--- src/rtl/pdp8i_timing_gen.sv ---
// PDP-8/I central timing generator.
// Sequences the major time states TS1..TS4, emits a time pulse TPn during the
// last TP_WIDTH clocks of each state, and handles run/stop, single-step and
// the I/O pause that stretches TS2. Outputs are active-high; the downstream
// power-amplifier stage inverts and buffers them onto the backplane.
module pdp8i_timing_gen #(
    parameter int TS_LEN   = 10,
    parameter int TP_WIDTH = 2
) (
    input  logic clk,
    input  logic reset,
    input  logic key_start,
    input  logic key_stop,
    input  logic single_step,
    input  logic io_pause,
    output logic run,
    output logic ts1,
    output logic ts2,
    output logic ts3,
    output logic ts4,
    output logic tp1,
    output logic tp2,
    output logic tp3,
    output logic tp4,
    output logic cycle_end
);

    localparam int CW = (TS_LEN > 1) ? $clog2(TS_LEN) : 1;

    // Last count of a time state, first count with the pulse high, and the
    // count at which an I/O pause freezes TS2 just before TP2 would start.
    localparam logic [CW-1:0] CNT_LAST = CW'(TS_LEN - 1);
    localparam logic [CW-1:0] CNT_TP   = CW'(TS_LEN - TP_WIDTH);
    localparam logic [CW-1:0] CNT_HOLD = CW'(TS_LEN - TP_WIDTH - 1);

    typedef enum logic [2:0] {
        IDLE = 3'd0,
        TS1  = 3'd1,
        TS2  = 3'd2,
        TS3  = 3'd3,
        TS4  = 3'd4
    } state_t;

    state_t          state_q, state_d;
    logic [CW-1:0]   cnt_q, cnt_d;
    logic            run_q, run_d;
    logic            stop_pending_q, stop_pending_d;

    // Next-state logic: start from idle, count through each time state, and
    // decide at the end of TS4 whether to loop into TS1 or halt.
    always_comb begin
        state_d        = state_q;
        cnt_d          = cnt_q;
        run_d          = run_q;
        stop_pending_d = stop_pending_q;

        case (state_q)
            IDLE: begin
                if (key_start && !key_stop) begin
                    state_d = TS1;
                    cnt_d   = '0;
                    run_d   = 1'b1;
                end
            end

            default: begin
                if (key_stop) begin
                    stop_pending_d = 1'b1;
                end

                if (cnt_q == CNT_LAST) begin
                    cnt_d = '0;
                    case (state_q)
                        TS1:     state_d = TS2;
                        TS2:     state_d = TS3;
                        TS3:     state_d = TS4;
                        default: begin
                            if (stop_pending_q || key_stop || single_step) begin
                                state_d        = IDLE;
                                run_d          = 1'b0;
                                stop_pending_d = 1'b0;
                            end else begin
                                state_d = TS1;
                            end
                        end
                    endcase
                end else if (state_q == TS2 && cnt_q == CNT_HOLD && io_pause) begin
                    cnt_d = cnt_q;
                end else begin
                    cnt_d = cnt_q + 1'b1;
                end
            end
        endcase
    end

    // State, phase counter, run flip-flop and pending-stop flag; reset drops
    // everything to idle without waiting for a clock.
    always_ff @(posedge clk or posedge reset) begin
        if (reset) begin
            state_q        <= IDLE;
            cnt_q          <= '0;
            run_q          <= 1'b0;
            stop_pending_q <= 1'b0;
        end else begin
            state_q        <= state_d;
            cnt_q          <= cnt_d;
            run_q          <= run_d;
            stop_pending_q <= stop_pending_d;
        end
    end

    // Outputs are pure decodes of registers so no input can glitch them.
    assign run       = run_q;
    assign ts1       = (state_q == TS1);
    assign ts2       = (state_q == TS2);
    assign ts3       = (state_q == TS3);
    assign ts4       = (state_q == TS4);
    assign tp1       = ts1 && (cnt_q >= CNT_TP);
    assign tp2       = ts2 && (cnt_q >= CNT_TP);
    assign tp3       = ts3 && (cnt_q >= CNT_TP);
    assign tp4       = ts4 && (cnt_q >= CNT_TP);
    assign cycle_end = ts4 && (cnt_q == CNT_LAST);

endmodule

--- config.mk ---
export PLATFORM = sky130hd
export DESIGN_NAME = pdp8i_timing_gen
export DESIGN_NICKNAME = d
export VERILOG_FILES = /design/src/rtl/pdp8i_timing_gen.sv
export SDC_FILE = /design/constraint.sdc
export NUM_CORES = 1
export LEC_CHECK = 0
export BUFFER_PORTS_ARGS = -buffer_cell sky130_fd_sc_hd__buf_2
export CAP_MARGIN = 10
export CORE_AREA = 2 2 39 41
export CTS_BUF_LIST = sky130_fd_sc_hd__clkbuf_4
export DETAILED_ROUTE_END_ITERATION = 12
export DIE_AREA = 0 0 41 43
export HOLD_SLACK_MARGIN = 0.05
export PLACE_DENSITY = 0.71
export SYNTH_ARGS = -nofsm -noshare
export SYNTH_HDL_FRONTEND = slang
export SYNTH_SLANG_ARGS = --single-unit
--- constraint.sdc ---
create_clock -name clk -period 3 [get_ports clk]
set_clock_uncertainty 0.1 [all_clocks]
set_input_delay 0.45 -clock clk [delete_from_list [all_inputs] [get_ports clk]]
set_output_delay 0.45 -clock clk [all_outputs]
set_load 0.01 [all_outputs]
## After elaboration in Yosys (flattened, before gate mapping)

Index checks and enable logic that the tools add are counted.

- Reductions and logical operators: 18
- Order comparisons: 1
- Add/sub/neg operators: 1
- Equal/unequal tests: 9
- Mux-type cells: 18

Operators by type and width:

| cell | number |
|---|---|
| $mux 4 | 4 |
| $mux 1 | 10 |
| $mux 3 | 3 |
| $pmux 3 s3 | 1 |
| $logic_and 1x1->1 | 8 |
| $eq 3x2->1 const B | 2 |
| $add 4x1->4 const B | 1 |
| $eq 4x3->1 const B | 1 |
| $eq 4x4->1 const B | 1 |
| $ge 4x4->1 const B | 1 |
| $reduce_and 2->1 | 2 |
| $reduce_and 4->1 | 1 |
| $reduce_bool 2->1 | 2 |
| $eq 3x1->1 const B | 1 |
| $eq 3x3->1 const B | 1 |
| $logic_not 3->1 | 1 |
| $ne 3x1->1 const B | 1 |
| $reduce_or 3->1 | 1 |
| $logic_or 1x1->1 | 2 |
| $ne 2x1->1 const B | 1 |
| $ne 2x2->1 const B | 1 |
| $logic_not 1->1 | 1 |

- Flip-flop bits (word level): 9
- Input bits: 6
- Output and inout port bits: 10
- Word-level logic and storage cells: 51

## Longest topological paths before layout

Gate-level depths: netlist of the first run.

- Depth after elaboration: 6
- Mapped depth: 4
- Mapped depth without buffers: 3

## Least setup slack after synthesis of the first run

No wires, ideal clock.

- Path kind: reg2out
- Start point: reg state_q[2]
- End point: out cycle_end
- Buffers on the path: 1
- Arrival: 1.085 ns
- Slack: 1.365 ns
- Required time: 2.450 ns
- Stages on the path, launching flop included: 4
- Path through: dfrtp_1 -> clkbuf_1 -> and3_1 -> and2_1

- Cells in the longest elaborated chain, start to end: 2

RTL lines:

| item | RTL line | RTL |
|---|---|---|
| from (decl) | 44 | `state_t state_q, state_d;` |
| from (signal assigned) | 105 | `state_q <= state_d;` |
| $eq 3x3->1 | 117 | `assign ts4 = (state_q == TS4);` |
| named net ts4 | 20 | `output logic ts4,` |
| $logic_and 1x1->1 | 122 | `assign cycle_end = ts4 && (cnt_q == CNT_LAST);` |
| to (decl) | 25 | `output logic cycle_end` |

The timed path passes the listed nets, and every way through them passes these cells.

## Worst setup path after layout of the first run

- Start point: reg cnt_q[1]
- End point: out cycle_end

- Cells in the longest elaborated chain, start to end: 2

RTL lines:

| item | RTL line | RTL |
|---|---|---|
| from (decl) | 45 | `logic [CW-1:0] cnt_q, cnt_d;` |
| from (signal assigned) | 106 | `cnt_q <= cnt_d;` |
| $eq 4x4->1 | 122 |  |
| $logic_and 1x1->1 | 122 |  |

No other way between the ends.

==> flow_metrics.tcl, run 1 <==
set metrics [dict create \
    num_rows 14 \
    start_util 0.420 \
    syn2layout_area_growth_pct 19.4 \
    routed_wirelength_um 1180 \
    grt_antenna_before_repair 0 \
    ff2ff_setup_slack_ns 1.08 \
    wl_per_cell_um 12.4 \
    crit_required_ns 2.45 \
    fin_crit_sh 0.654 \
    placed_area_um2 653 \
    syn-cell-area_um2 581 \
    avgViaCountPerCell 5.67 \
    hold_path.class "primary input to flip-flop" \
    criticalPathCategory "flip-flop to output pin" \
    yosys_warnings 0 \
    critical_path_arrival_ns 1.41 \
    grt_pass1_wl_um 2040 \
    synth_area_per_cell_um2 9.22 \
    layout_min_cycle_time_ns 1.96 \
    die_x_um 41 \
    setup_viol 0 \
    slew_viol_final 0 \
    r2r-start "state_q[2]" \
    grt_max_degree 15 \
    synth_seq_cells 9 \
    core_region_area_mm2 0.00138 \
    fillers 132 \
    synth.largest_area_cell "dfrtp_1" \
    worst-r2r-cell-count 3 \
    yosysUniqueCellTypes 31 \
    syn_inst 63 \
    grt_util_all_layers 0.170 \
    hold_violations 0 \
    initialDrtViolationCount 8 \
    vdd_drop_max_mv 0.508 \
    min_from "io_pause" \
    layout-drive-gt1-share 0.266 \
    design_area_um2 693 \
    yosysMostFrequentCell "dfrtp_1" \
    dieArea_mm2 0.00176 \
    portBuffers 15 \
    maxCapViolations 0 \
    clk_latency_ns 0.26 \
    worst_slew_pin_slew_ns 0.391 \
    relSlewSlack 0.739 \
    n_antenna_cell 0 \
    cts_tree "built" \
    drt_first_pass_iters 4 \
    gp_congestion 0.779 \
    cts_setup_buffers 0 \
    holdPathStages 3 \
    synth-main-ff-cell "dfrtp_1" \
    clk_pin_slew_worst_paths_ns 0.07 \
    hold_path_end "cnt_q[3]" \
    dp_hpwl_um 876 \
    max_freq_ghz 0.510 \
    drc 0 \
    worst_r2r_endpoint "state_q[2]" \
    grt_pass1_vias 469 \
    start_kind "flip-flop" \
    synth_top_area_share 0.388 \
    cp-end-kind "output pin" \
    ys_seq_area_frac 0.388 \
    fin_hold_ws_ns 0.389 \
    syn-num-nets 69 \
    grt-ovfl-total 0 \
    vias 539 \
    cts.path.max_buffers 2 \
    rsz0062_at_grt "no" \
    clockRootBuffer "clkbuf_4" \
    cellLeakagePower_nw 0.334 \
    critical_path.max_fanout 7 \
    cts_buffers 3 \
    synth_edf_count 0 \
    synthTopCellsByArea "dfrtp_1 39%, a21oi_1 4.3%, inv_1 3.9%, mux2i_4 3.9%, nor3_1 3.4%" \
    tns_ns 0 \
    cts.sinks 9 \
    powerDensity_mw_per_mm2 924 \
    htreeDepth 1 \
    synthArstFlopShare 1.00 \
    num_io_pins 16 \
    ys_top_cells_by_count "9 x dfrtp_1, 6 x inv_1, 5 x a21oi_1, 4 x nor3_1" \
    num-nets-final 86 \
    status "finished clean" \
    die_y_um 43 \
    final_antenna_net_count 0 \
]
-- cells in the final DEF, fill, tap and decap left out, types with 2 or more instances in the layout --
| cell type | n |
|---|---|
| o21ai_0 | 2 |
| nand3b_1 | 2 |
| and3_1 | 3 |
| o211ai_1 | 2 |
| clkbuf_4 | 4 |
| and2_1 | 2 |
| inv_1 | 6 |
| a21oi_1 | 5 |
| nor3_1 | 4 |
| dfrtp_1 | 9 |
| nor4_1 | 2 |
| nor2b_1 | 2 |
| nor2_1 | 2 |
| buf_2 | 15 |
| o2bb2ai_1 | 2 |
-- timing repair --
item                      CTS  global route
hold buffers                1             0
hold endpoints to repair    4             0
resized for setup           0             0
-- per-layer routing --
metal | track usage | vias up | share of wire
li1 | - | 265 | -
met1 | 0.241 | 259 | 0.43
met2 | 0.234 | 10 | 0.51
met3 | 0.0471 | 5 | 0.036
met4 | 0.0800 | 0 | 0.022
met5 | 0 | - | 0
-- state kept, by name, summed over array words and instances (netlist names) --
register	cells
run	1
cnt_q	4
stop_pending_q	1
state_q	3
-- worst max-delay path by stage --
stage                             to  startpoint  slack [ns]  cells past startpoint
after floorplan            cycle_end  state_q[2]        1.36                      3
after detailed placement  state_q[2]  state_q[2]        1.10                      3
after CTS                  cycle_end    cnt_q[1]        1.04                      3
final                      cycle_end    cnt_q[1]        1.04                      3
after global placement    state_q[2]  state_q[2]        1.14                      3
after global routing       cycle_end    cnt_q[1]        0.96                      3
-- layout make-up --
type                       count  area, µm²  share of cell area
inverter                       6       22.5              0.0325
clock buffer                   4       30.0              0.0433
multi-input combinational     44        310               0.448
sequential                     9        225               0.325
tap                           16       20.0              0.0289
timing repair buffer          16       85.1               0.123
-- logic make-up (layout without fill, tap and decap cells) --
family,Yosys count,in the layout,share of synthesized area
muxes,3,3,0.0754
DFF,9,9,0.388
xor gates and xnor gates,1,1,0.0151
buffers and inverters,10,26,0.0776
AOI/OAI and AO/OA,14,14,0.157
and+or+nand+nor,26,26,0.287
-- metrics by stage --
stage           util  setup slack [ns]  std cells  total power, W
2_1_floorplan      -              1.36         63        0.000463
3_3_place_gp   0.472              1.14         90        0.000529
3_5_place_dp   0.472              1.10         90        0.000535
4_1_cts        0.501              1.04         95        0.000643
5_1_grt        0.501             0.962         95        0.000693
6_report       0.501              1.04         95        0.000640
-- critical path, stage by stage, from the launching register on --
cell and delay, ns:
dfrtp_1 0.45, and4bb_2 0.43, and2_1 0.14, buf_2 0.12
-- power by group --
part | total [W] | switching (W) | internal [W]
clock | 0.000106 | 0.0000454 | 0.0000604
combinational | 0.000273 | 0.000141 | 0.000133
sequential | 0.000261 | 0.0000875 | 0.000174
Power figures use the tool's default switching activity.
==> inputs of run 2 (changes only) <==
--- a/config.mk
+++ b/config.mk
@@ -12,7 +12,7 @@
 export DETAILED_ROUTE_END_ITERATION = 12
 export DIE_AREA = 0 0 41 43
 export HOLD_SLACK_MARGIN = 0.05
-export PLACE_DENSITY = 0.71
+export PLACE_DENSITY = 0.74
 export SYNTH_ARGS = -nofsm -noshare
 export SYNTH_HDL_FRONTEND = slang
 export SYNTH_SLANG_ARGS = --single-unit
==> constraint.sdc (replaced) <==
create_clock -name clk -period 1.7 [get_ports clk]
set_clock_uncertainty 0.1 [all_clocks]
set_input_delay 0.255 -clock clk [delete_from_list [all_inputs] [get_ports clk]]
set_output_delay 0.255 -clock clk [all_outputs]
set_load 0.01 [all_outputs]
==> flow_metrics.tcl, run 2 (same netlist as run 1, synthesis figures left out) <==
set metrics [dict create \
    status "finished clean" \
    p_sw_w 0.000529 \
    cp-end-kind "output pin" \
    die_x_um 41 \
    num_io_pins 16 \
    start_util 0.420 \
    drc 0 \
    layout-drive-gt1-share 0.409 \
    htreeDepth 1 \
    gp_congestion 0.694 \
    avgViaCountPerCell 5.40 \
    num-nets-final 95 \
    drt_first_pass_iters 4 \
    cts.sinks 9 \
    grt-ovfl-total 0 \
    tns_ns 0 \
    layout_min_cycle_time_ns 1.69 \
    startpoint "cnt_q[2]" \
    fillers 137 \
    cp_top_family "simple AND/OR/NAND/NOR gates" \
    n_antenna_cell 0 \
    critical_path.max_fanout 6 \
    relSlewSlack 0.782 \
    routed_wirelength_um 1330 \
    cp_num_buf_inv 1 \
    cts_buffers 3 \
    core_region_area_mm2 0.00138 \
    p_seq_frac 0.292 \
    worst-r2r-cell-count 3 \
    setup_viol 0 \
    final_antenna_net_count 0 \
    sw_frac_of_total 0.409 \
    hold_violations 0 \
    clockRootBuffer "clkbuf_4" \
    final_common_cell "buf_2" \
    num_rows 14 \
    max_freq_ghz 0.592 \
    cellLeakagePower_nw 0.373 \
    slew_viol_final 0 \
    slowest_stage "dfrtp_2" \
    worst_slew_pin_slew_ns 0.327 \
    critical_path_arrival_ns 1.33 \
    portBuffers 15 \
    worstSetupEndpoint "cycle_end" \
    r2r-start "state_q[1]" \
    start_kind "flip-flop" \
    largest_reg_flops 4 \
    die_y_um 43 \
    criticalPathCategory "flip-flop to output pin" \
    top_register "cnt_q" \
    cts_tree "built" \
    intPower_w 0.000764 \
    grt_pass1_wl_um 2120 \
    vdd_drop_max_mv 0.770 \
    powerDensity_mw_per_mm2 1640 \
    worst_r2r_endpoint "state_q[2]" \
    clk_pin_slew_worst_paths_ns 0.06 \
    crit_chain "and4bb_4 > and2_1 > buf_2" \
    rsz0062_at_grt "yes" \
    syn2layout_area_growth_pct 35.8 \
    top_regs "cnt_q x4, state_q x3" \
    initialDrtViolationCount 5 \
    dp_hpwl_um 952 \
    vias 562 \
    power_w 0.00129 \
    maxCapViolations 0 \
    cts.path.max_buffers 2 \
    fin_crit_sh 0.993 \
    dieArea_mm2 0.00176 \
    clk_latency_ns 0.26 \
    max_stage_delay_ns 0.44 \
    multi_input_area_um2 328 \
    clkPwrFrac 0.138 \
    hold_path.class "primary input to flip-flop" \
    wl_per_cell_um 12.8 \
    grt_util_all_layers 0.184 \
    pwr-share-comb 0.570 \
    final-seq-area_um2 226 \
    crit_required_ns 1.34 \
    crit_cells 3 \
    grt_pass1_vias 471 \
    grt_antenna_before_repair 0 \
    most-common-layout-cells "15 x buf_2, 8 x dfrtp_1, 8 x buf_4" \
    grt_max_degree 14 \
    ff2ff_setup_slack_ns 0.10 \
]
run 2: area by class of cell:
cell class	count	share of cell area
repair buffers	25	0.198
inverters	6	0.0349
flip-flops and latches	9	0.287
multi-input cells	44	0.416
clock buffers	4	0.0381
well taps	16	0.0254
run 2: what timing repair did:
| action | CTS | global route |
|---|---|---|
| gates resized for setup | 4 | 6 |
| setup buffers | 0 | 3 |
| hold buffers | 1 | 0 |
| pin swaps | 1 | 1 |
| setup endpoints to repair | 2 | 4 |
| hold endpoints to repair | 9 | 0 |
run 2: metal layers:
metal,vias up,global-route usage,share of wire
li1,281,-,-
met1,261,0.265,0.46
met2,18,0.247,0.48
met3,2,0.0314,0.045
met4,0,0.120,0.019
met5,-,0,0
run 2: worst min-delay path, delay by kind of cell:
kind	cells	cell delay (ns)
buf+inv	1	0.12
compound gates	2	0.17
run 2: power groups by stage:
stage	clock [W]	combinational [W]	sequential, W
final	0.000179	0.000737	0.000377
after global routing	0.000200	0.000823	0.000393
after CTS	0.000190	0.000675	0.000368
after detailed placement	0	0.000657	0.000371
after global placement	0	0.000640	0.000363
after floorplan	0	0.000433	0.000383
run 2: worst min-delay path by stage:
stage	start	end	cells after the start
after global placement	reset	cnt_q[2]	2
after global routing	key_stop	stop_pending_q	3
after CTS	io_pause	cnt_q[3]	3
final	key_stop	stop_pending_q	3
after detailed placement	reset	cnt_q[2]	2
after floorplan	reset	cnt_q[0]	1
run 2: stage by stage:
step / worst slack, ns / cells / utilization / instance area (µm²) / hold WS [ns]
floorplan: 0.0705 / 63 / - / 581 / -0.0171
global placement: 0.170 / 96 / 0.505 / 698 / 0.121
detailed placement: 0.111 / 96 / 0.505 / 698 / 0.122
CTS: 0.00285 / 101 / 0.540 / 747 / 0.212
global route: -0.0557 / 104 / 0.570 / 788 / 0.222
finish: 0.0114 / 104 / 0.570 / 788 / 0.225
